--- src/rtl/memory_bank.sv ---
`default_nettype none
// ============================================================================
//  Module      : memory_bank
//  Description : DEPTH x WIDTH storage with one save-enabled write port, two
//                independent registered (write-first) read ports and a
//                sequenced bulk-clear engine that sweeps CLEAR_VALUE through
//                every entry, one entry per cycle.
//  Ports       : clk        - clock, all state changes on rising edge
//                rst_n      - asynchronous active-low reset
//                save       - write enable
//                waddr      - write address (AW bits)
//                value      - write data (WIDTH bits)
//                raddr_a/b  - read addresses, ports A/B
//                out_a/b    - registered read data, ports A/B
//                clear      - bulk-clear request (level, sampled when idle)
//                busy       - high while the clear sweep runs
//                save_drop  - save requested but discarded this cycle
//  Revision    : 1.0 - initial release
// ============================================================================
module memory_bank #(
    parameter int                 WIDTH       = 8,
    parameter int                 DEPTH       = 8,
    parameter logic [WIDTH-1:0]   INIT_VALUE  = '0,
    parameter logic [WIDTH-1:0]   CLEAR_VALUE = '0,
    localparam int                AW          = $clog2(DEPTH)
) (
    input  logic             clk,
    input  logic             rst_n,
    input  logic             save,
    input  logic [AW-1:0]    waddr,
    input  logic [WIDTH-1:0] value,
    input  logic [AW-1:0]    raddr_a,
    output logic [WIDTH-1:0] out_a,
    input  logic [AW-1:0]    raddr_b,
    output logic [WIDTH-1:0] out_b,
    input  logic             clear,
    output logic             busy,
    output logic             save_drop
);

    localparam logic [0:0]    c_S_IDLE  = 1'b0;
    localparam logic [0:0]    c_S_CLEAR = 1'b1;
    localparam logic [AW-1:0] c_LAST    = AW'(DEPTH - 1);
    localparam logic [AW-1:0] c_ONE     = AW'(1);

    logic [WIDTH-1:0] r_mem [DEPTH];
    logic [0:0]       r_state;
    logic [AW-1:0]    r_ptr;
    logic             r_busy;
    logic [WIDTH-1:0] r_out_a;
    logic [WIDTH-1:0] r_out_b;

    logic             w_waddr_ok;
    logic             w_wr_en;
    logic [WIDTH-1:0] w_next [DEPTH];
    logic [WIDTH-1:0] w_rd_a;
    logic [WIDTH-1:0] w_rd_b;

    // Address range check is done at 32 bits so a non-power-of-two DEPTH
    // (where AW bits can encode addresses past the last entry) is handled.
    assign w_waddr_ok = (32'(waddr) < 32'(DEPTH));
    assign w_wr_en    = save & ~r_busy & w_waddr_ok;
    assign save_drop  = save & (r_busy | ~w_waddr_ok);

    // Contents every entry will hold after this edge. The user write and the
    // sweep write are mutually exclusive because writes are blocked while busy.
    always_comb begin
        for (int i = 0; i < DEPTH; i++) begin
            w_next[i] = r_mem[i];
            if (r_busy && (32'(r_ptr) == 32'(i))) begin
                w_next[i] = CLEAR_VALUE;
            end
            if (w_wr_en && (32'(waddr) == 32'(i))) begin
                w_next[i] = value;
            end
        end
    end

    // Read muxes select from the post-edge contents (write-first). An address
    // that matches no entry leaves the default of zero.
    always_comb begin
        w_rd_a = '0;
        w_rd_b = '0;
        for (int i = 0; i < DEPTH; i++) begin
            if (32'(raddr_a) == 32'(i)) begin
                w_rd_a = w_next[i];
            end
            if (32'(raddr_b) == 32'(i)) begin
                w_rd_b = w_next[i];
            end
        end
    end

    always_ff @(posedge clk or negedge rst_n) begin
        if (!rst_n) begin
            for (int i = 0; i < DEPTH; i++) begin
                r_mem[i] <= INIT_VALUE;
            end
            r_out_a <= '0;
            r_out_b <= '0;
        end else begin
            for (int i = 0; i < DEPTH; i++) begin
                r_mem[i] <= w_next[i];
            end
            r_out_a <= w_rd_a;
            r_out_b <= w_rd_b;
        end
    end

    // Clear sequencer. busy is registered alongside the state so it is
    // high for exactly DEPTH cycles per sweep.
    always_ff @(posedge clk or negedge rst_n) begin
        if (!rst_n) begin
            r_state <= c_S_IDLE;
            r_ptr   <= '0;
            r_busy  <= 1'b0;
        end else begin
            case (r_state)
                c_S_IDLE: begin
                    if (clear) begin
                        r_state <= c_S_CLEAR;
                        r_ptr   <= '0;
                        r_busy  <= 1'b1;
                    end
                end
                c_S_CLEAR: begin
                    if (r_ptr == c_LAST) begin
                        // clear is not re-sampled here; it must be seen in IDLE.
                        r_state <= c_S_IDLE;
                        r_ptr   <= '0;
                        r_busy  <= 1'b0;
                    end else begin
                        r_ptr   <= r_ptr + c_ONE;
                    end
                end
                default: begin
                    r_state <= c_S_IDLE;
                    r_ptr   <= '0;
                    r_busy  <= 1'b0;
                end
            endcase
        end
    end

    assign out_a = r_out_a;
    assign out_b = r_out_b;
    assign busy  = r_busy;

endmodule
`default_nettype wire

--- config.mk ---
export PLATFORM = sky130hd
export DESIGN_NAME = memory_bank
export DESIGN_NICKNAME = d
export VERILOG_FILES = /design/src/rtl/memory_bank.sv
export SDC_FILE = /design/constraint.sdc
export NUM_CORES = 1
export LEC_CHECK = 0
export CORE_ASPECT_RATIO = 0.9
export CORE_MARGIN = 3
export CORE_UTILIZATION = 35
export DETAILED_ROUTE_END_ITERATION = 8
export PLACE_DENSITY = 0.56
export SYNTH_ARGS = -nofsm -noshare
export SYNTH_HDL_FRONTEND = slang
export SYNTH_SLANG_ARGS = --single-unit
export TNS_END_PERCENT = 30
--- constraint.sdc ---
create_clock -name clk -period 3.5 [get_ports clk]
set_input_delay 0.7 -clock clk [delete_from_list [all_inputs] [get_ports clk]]
set_output_delay 0.7 -clock clk [all_outputs]
set_load 0.05 [all_outputs]
## After elaboration in Yosys (flattened, before gate mapping)

Cells that the tools add are included.

- Register bits: 85
- Output and inout bits: 18
- Word-level logic and storage cells: 110
- Bits of input ports: 21

- Bitwise operators: 4
- Muxes and demuxes: 41
- Equal/unequal tests: 30
- Reduce and logical (&&, ||, !) cells: 21
- Add/subtract/negate cells: 1

Operator list:

| operator | number |
|---|---|
| 2-to-1 mux 8 bit | 32 |
| equality test 3 bit (second input constant) | 16 |
| equality test 3 x 2 -> 1 bit (second input constant) | 8 |
| logical AND 1 bit | 16 |
| equality test 3 x 1 -> 1 bit (second input constant) | 4 |
| logical NOT 3 bit | 4 |
| 2-to-1 mux 3 bit | 2 |
| case mux 3 bit (2 select lines) | 1 |
| 2-to-1 mux 1 bit | 4 |
| case mux 1 bit (2 select lines) | 2 |
| adder 3 x 1 -> 3 bit (second input constant) | 1 |
| bitwise AND 1 bit | 2 |
| inequality test 2 x 1 -> 1 bit (second input constant) | 1 |
| inequality test 2 bit (second input constant) | 1 |
| NOT 1 bit | 2 |
| AND reduction 2 bit | 1 |

## Logic depth before layout (Yosys ltp)

- Word-level depth: 12
- Gate-level depth with buffers: 10
- Gate-level depth less buffers: 9

## Worst setup path before layout

No wires, ideal clock.

- Path kind: input to register
- From: input waddr[1]
- To: register r_out_a[6], in the netlist out_a[6]
- Data arrival time: 2.622 ns
- Stages: 8
- Path slack: 0.754 ns
- Buffers on the path: 2
- Library setup time: 0.124 ns
- Data required time: 3.376 ns
- Path through: or3b_1 -> buf_2 -> or3_1 -> buf_6 -> mux2i_1 -> mux4_2 -> and2_1 -> a211o_1

RTL lines:

| what | RTL line | text |
|---|---|---|
| start: declaration | 30 | `input logic [AW-1:0] waddr,` |
| end signal: assignment | 105 | `r_out_a <= w_rd_a;` |
| end: declaration | 50 | `logic [WIDTH-1:0] r_out_a;` |

==> results.txt <==
IO buf count: 38
Power Dens Cells: 719 mW/mm^2
Overflow after GRT: 0
Crit share post-route: 0.884
Starting Density: 0.368
Mapped Cells: 474
Synth area leader: dfrtp_1
Clock Latency Late Sink: 0.34 ns
Ys Warns: 0
FMAX: 323 MHz
Setup violators final: 0
CTS tree: built
Largest net degree at the start of global routing: 47
Top cells by area, synth: dfrtp_1, mux2i_1, nand2_1, mux4_2, inv_1
Worst Tran Pin Value: 0.765 ns
Share of layout cells above drive strength 1: 0.140
Final hold vios: 0
Hpwl dp: 9730 um
Status: completed
Root Buffer: clkbuf_16
Final min period: 3.09 ns
Setup CP Type: primary input to flop
Crit path required time: 3.72 ns
R2R setup slack: 0.70 ns
Dpl cells: 674
Syn avg cell area: 9.64 um^2
Reg2reg start: busy
Post-CTS Repair Setup Buffers: 0
Count leader, synth: dfrtp_1
Crit path max fanout: 5
R2R Path End: out_a[6]
Die Y-Extent: 114 um
Routed Antenna Nets: 0
Post-synthesis async set-or-reset flop share: 1.00
Post-synthesis net count: 501
Post-synthesis sequential area ratio: 0.466
Depth of the CTS H-tree: 3
Die X: 126 um
Initial DRC count: 366
CTS Buf Count: 9
I/O Pins: 39
Wire per inst: 19.8 um
Yosys top cell area share: 0.466
Synth Flop Type: dfrtp_1
Initial antenna violation count: 0
FF+latch count, synth: 85
Max clock buf depth: 2
Clock-pin slew on the worst setup and hold paths: 0.06 ns
Cell Count, Final, Fillers Out: 690
Post-route DRC: 0
Synth cell count leaders: dfrtp_1, nand2_1, inv_1
# Max-Cap Violations: 0
# diodes: 0
Slew headroom: 0.489
DR pass1 iterations: 5
Post-Syn Area: 0.00457 mm^2
GRT Total Usage: 0.197
Placer congestion estimate: 0.861
Worst Path Arrival: 3.31 ns
Startpoint types: primary input
Worst hold path class: primary input to asynchronous set/reset pin
FP Rows: 38
Final core occ: 0.448
Post-CTS Hold Buffers: 0
Setup TNS: 0 ns
Area Growth Syn to Fin: 21.6%
Final nets: 552
Max rail drop VDD: 0.000277 V
Vias in the first global route: 3809
Global-route wire length before repair: 21700 um
Detailed Route WL: 13700 um
Total power: 3990 uW
Post-cts resize count: 0
DIE AREA: 0.0145 mm^2
Slew Viols, Final: 0
CP Capture Type: flop
Pleak: 0.00270 uW
Fillers: 1186
Worst r2r path cells: 6
Vias per inst: 5.57
Unique masters post-synth: 50
Total core area: 0.0124 mm^2
RSZ-0062 raised after global routing: no
Post-synth EDFFs: 0
Setup Skew: 0.00677 ns
Clock sink total: 85
Vias: 3840
[cell usage in the layout (no fill, tap or decap), types with 4 or more instances in the layout]
cell type,n
clkdlybuf4s50_1,37
and2_1,6
mux2i_1,27
a211o_1,4
a21oi_1,14
nor2_1,38
nand2b_1,6
dfrtp_1,85
inv_1,46
mux2_2,14
nand3b_1,6
o32ai_1,4
or3_1,4
nand2_1,68
a31oi_1,9
o211ai_1,13
ha_1,6
o21ai_0,24
clkbuf_16,9
nand3_1,19
buf_4,28
mux4_2,11
[state kept, by name, summed over array words and instances (netlist names)]
signal and flops:
out_b 8, r_mem 64, r_ptr 3, busy 1
r_state 1, out_a 8
[cell type report]
class | count | area, um^2 | share of cell area
Inverter | 47 | 176 | 0.0318
Tap cell | 160 | 200 | 0.0360
Clock inverter | 4 | 47.5 | 0.00856
Multi-Input combinational cell | 316 | 2160 | 0.388
Clock buffer | 12 | 246 | 0.0444
Sequential cell | 85 | 2130 | 0.383
Timing Repair Buffer | 66 | 601 | 0.108
[worst max-delay path, cell delays in order]
cell,delay (ns)
clkdlybuf4s50_1,0.53
or3b_1,0.39
or3_1,0.54
mux2i_1,0.23
mux4_2,0.47
and2_1,0.17
a211o_1,0.28
[logic make-up (layout without fill, tap and decap cells)]
family,Yosys count,after routing,share of synthesized area
simple gates,164,164,0.165
compound gates,92,92,0.136
flops,85,85,0.466
buf+inv,73,129,0.0624
mux,54,54,0.154
fa+ha+maj,6,6,0.0164
[power by group]
group          switching (uW)  total (uW)  internal, uW  leakage, uW
sequential                133        1460          1330      0.00113
combinational             971        1570           599      0.00143
clock                     394         965           571     0.000143
total                    1500        3990          2500      0.00270
[metal layers]
layer,global-route usage,share of wire,routed length [um]
met2,0.301,0.45,6110
met5,0,0,0
met1,0.275,0.46,6280
met3,0.0452,0.072,986
met4,0.0708,0.021,283
[per-stage QoR]
step | hold WS (ns) | area [um^2] | setup WS (ns)
final | 0.348 | 5550 | 0.407
after CTS | 0.362 | 5550 | 0.467
after global placement | 0.496 | 5260 | 0.205
after detailed placement | 0.499 | 5260 | 0.131
after floorplan | 0.404 | 4570 | 0.754
after global routing | 0.383 | 5550 | 0.413
[worst max path at each step]
stage,startpoint,end,slack [ns]
finish,save,out_a[6],0.41
global route,save,out_a[6],0.41
CTS,save,out_a[6],0.47
detailed placement,save,out_a[6],0.13
global placement,save,out_a[6],0.21
floorplan,waddr[1],out_a[6],0.75
Note: power is estimated with default switching activity, not from simulation.
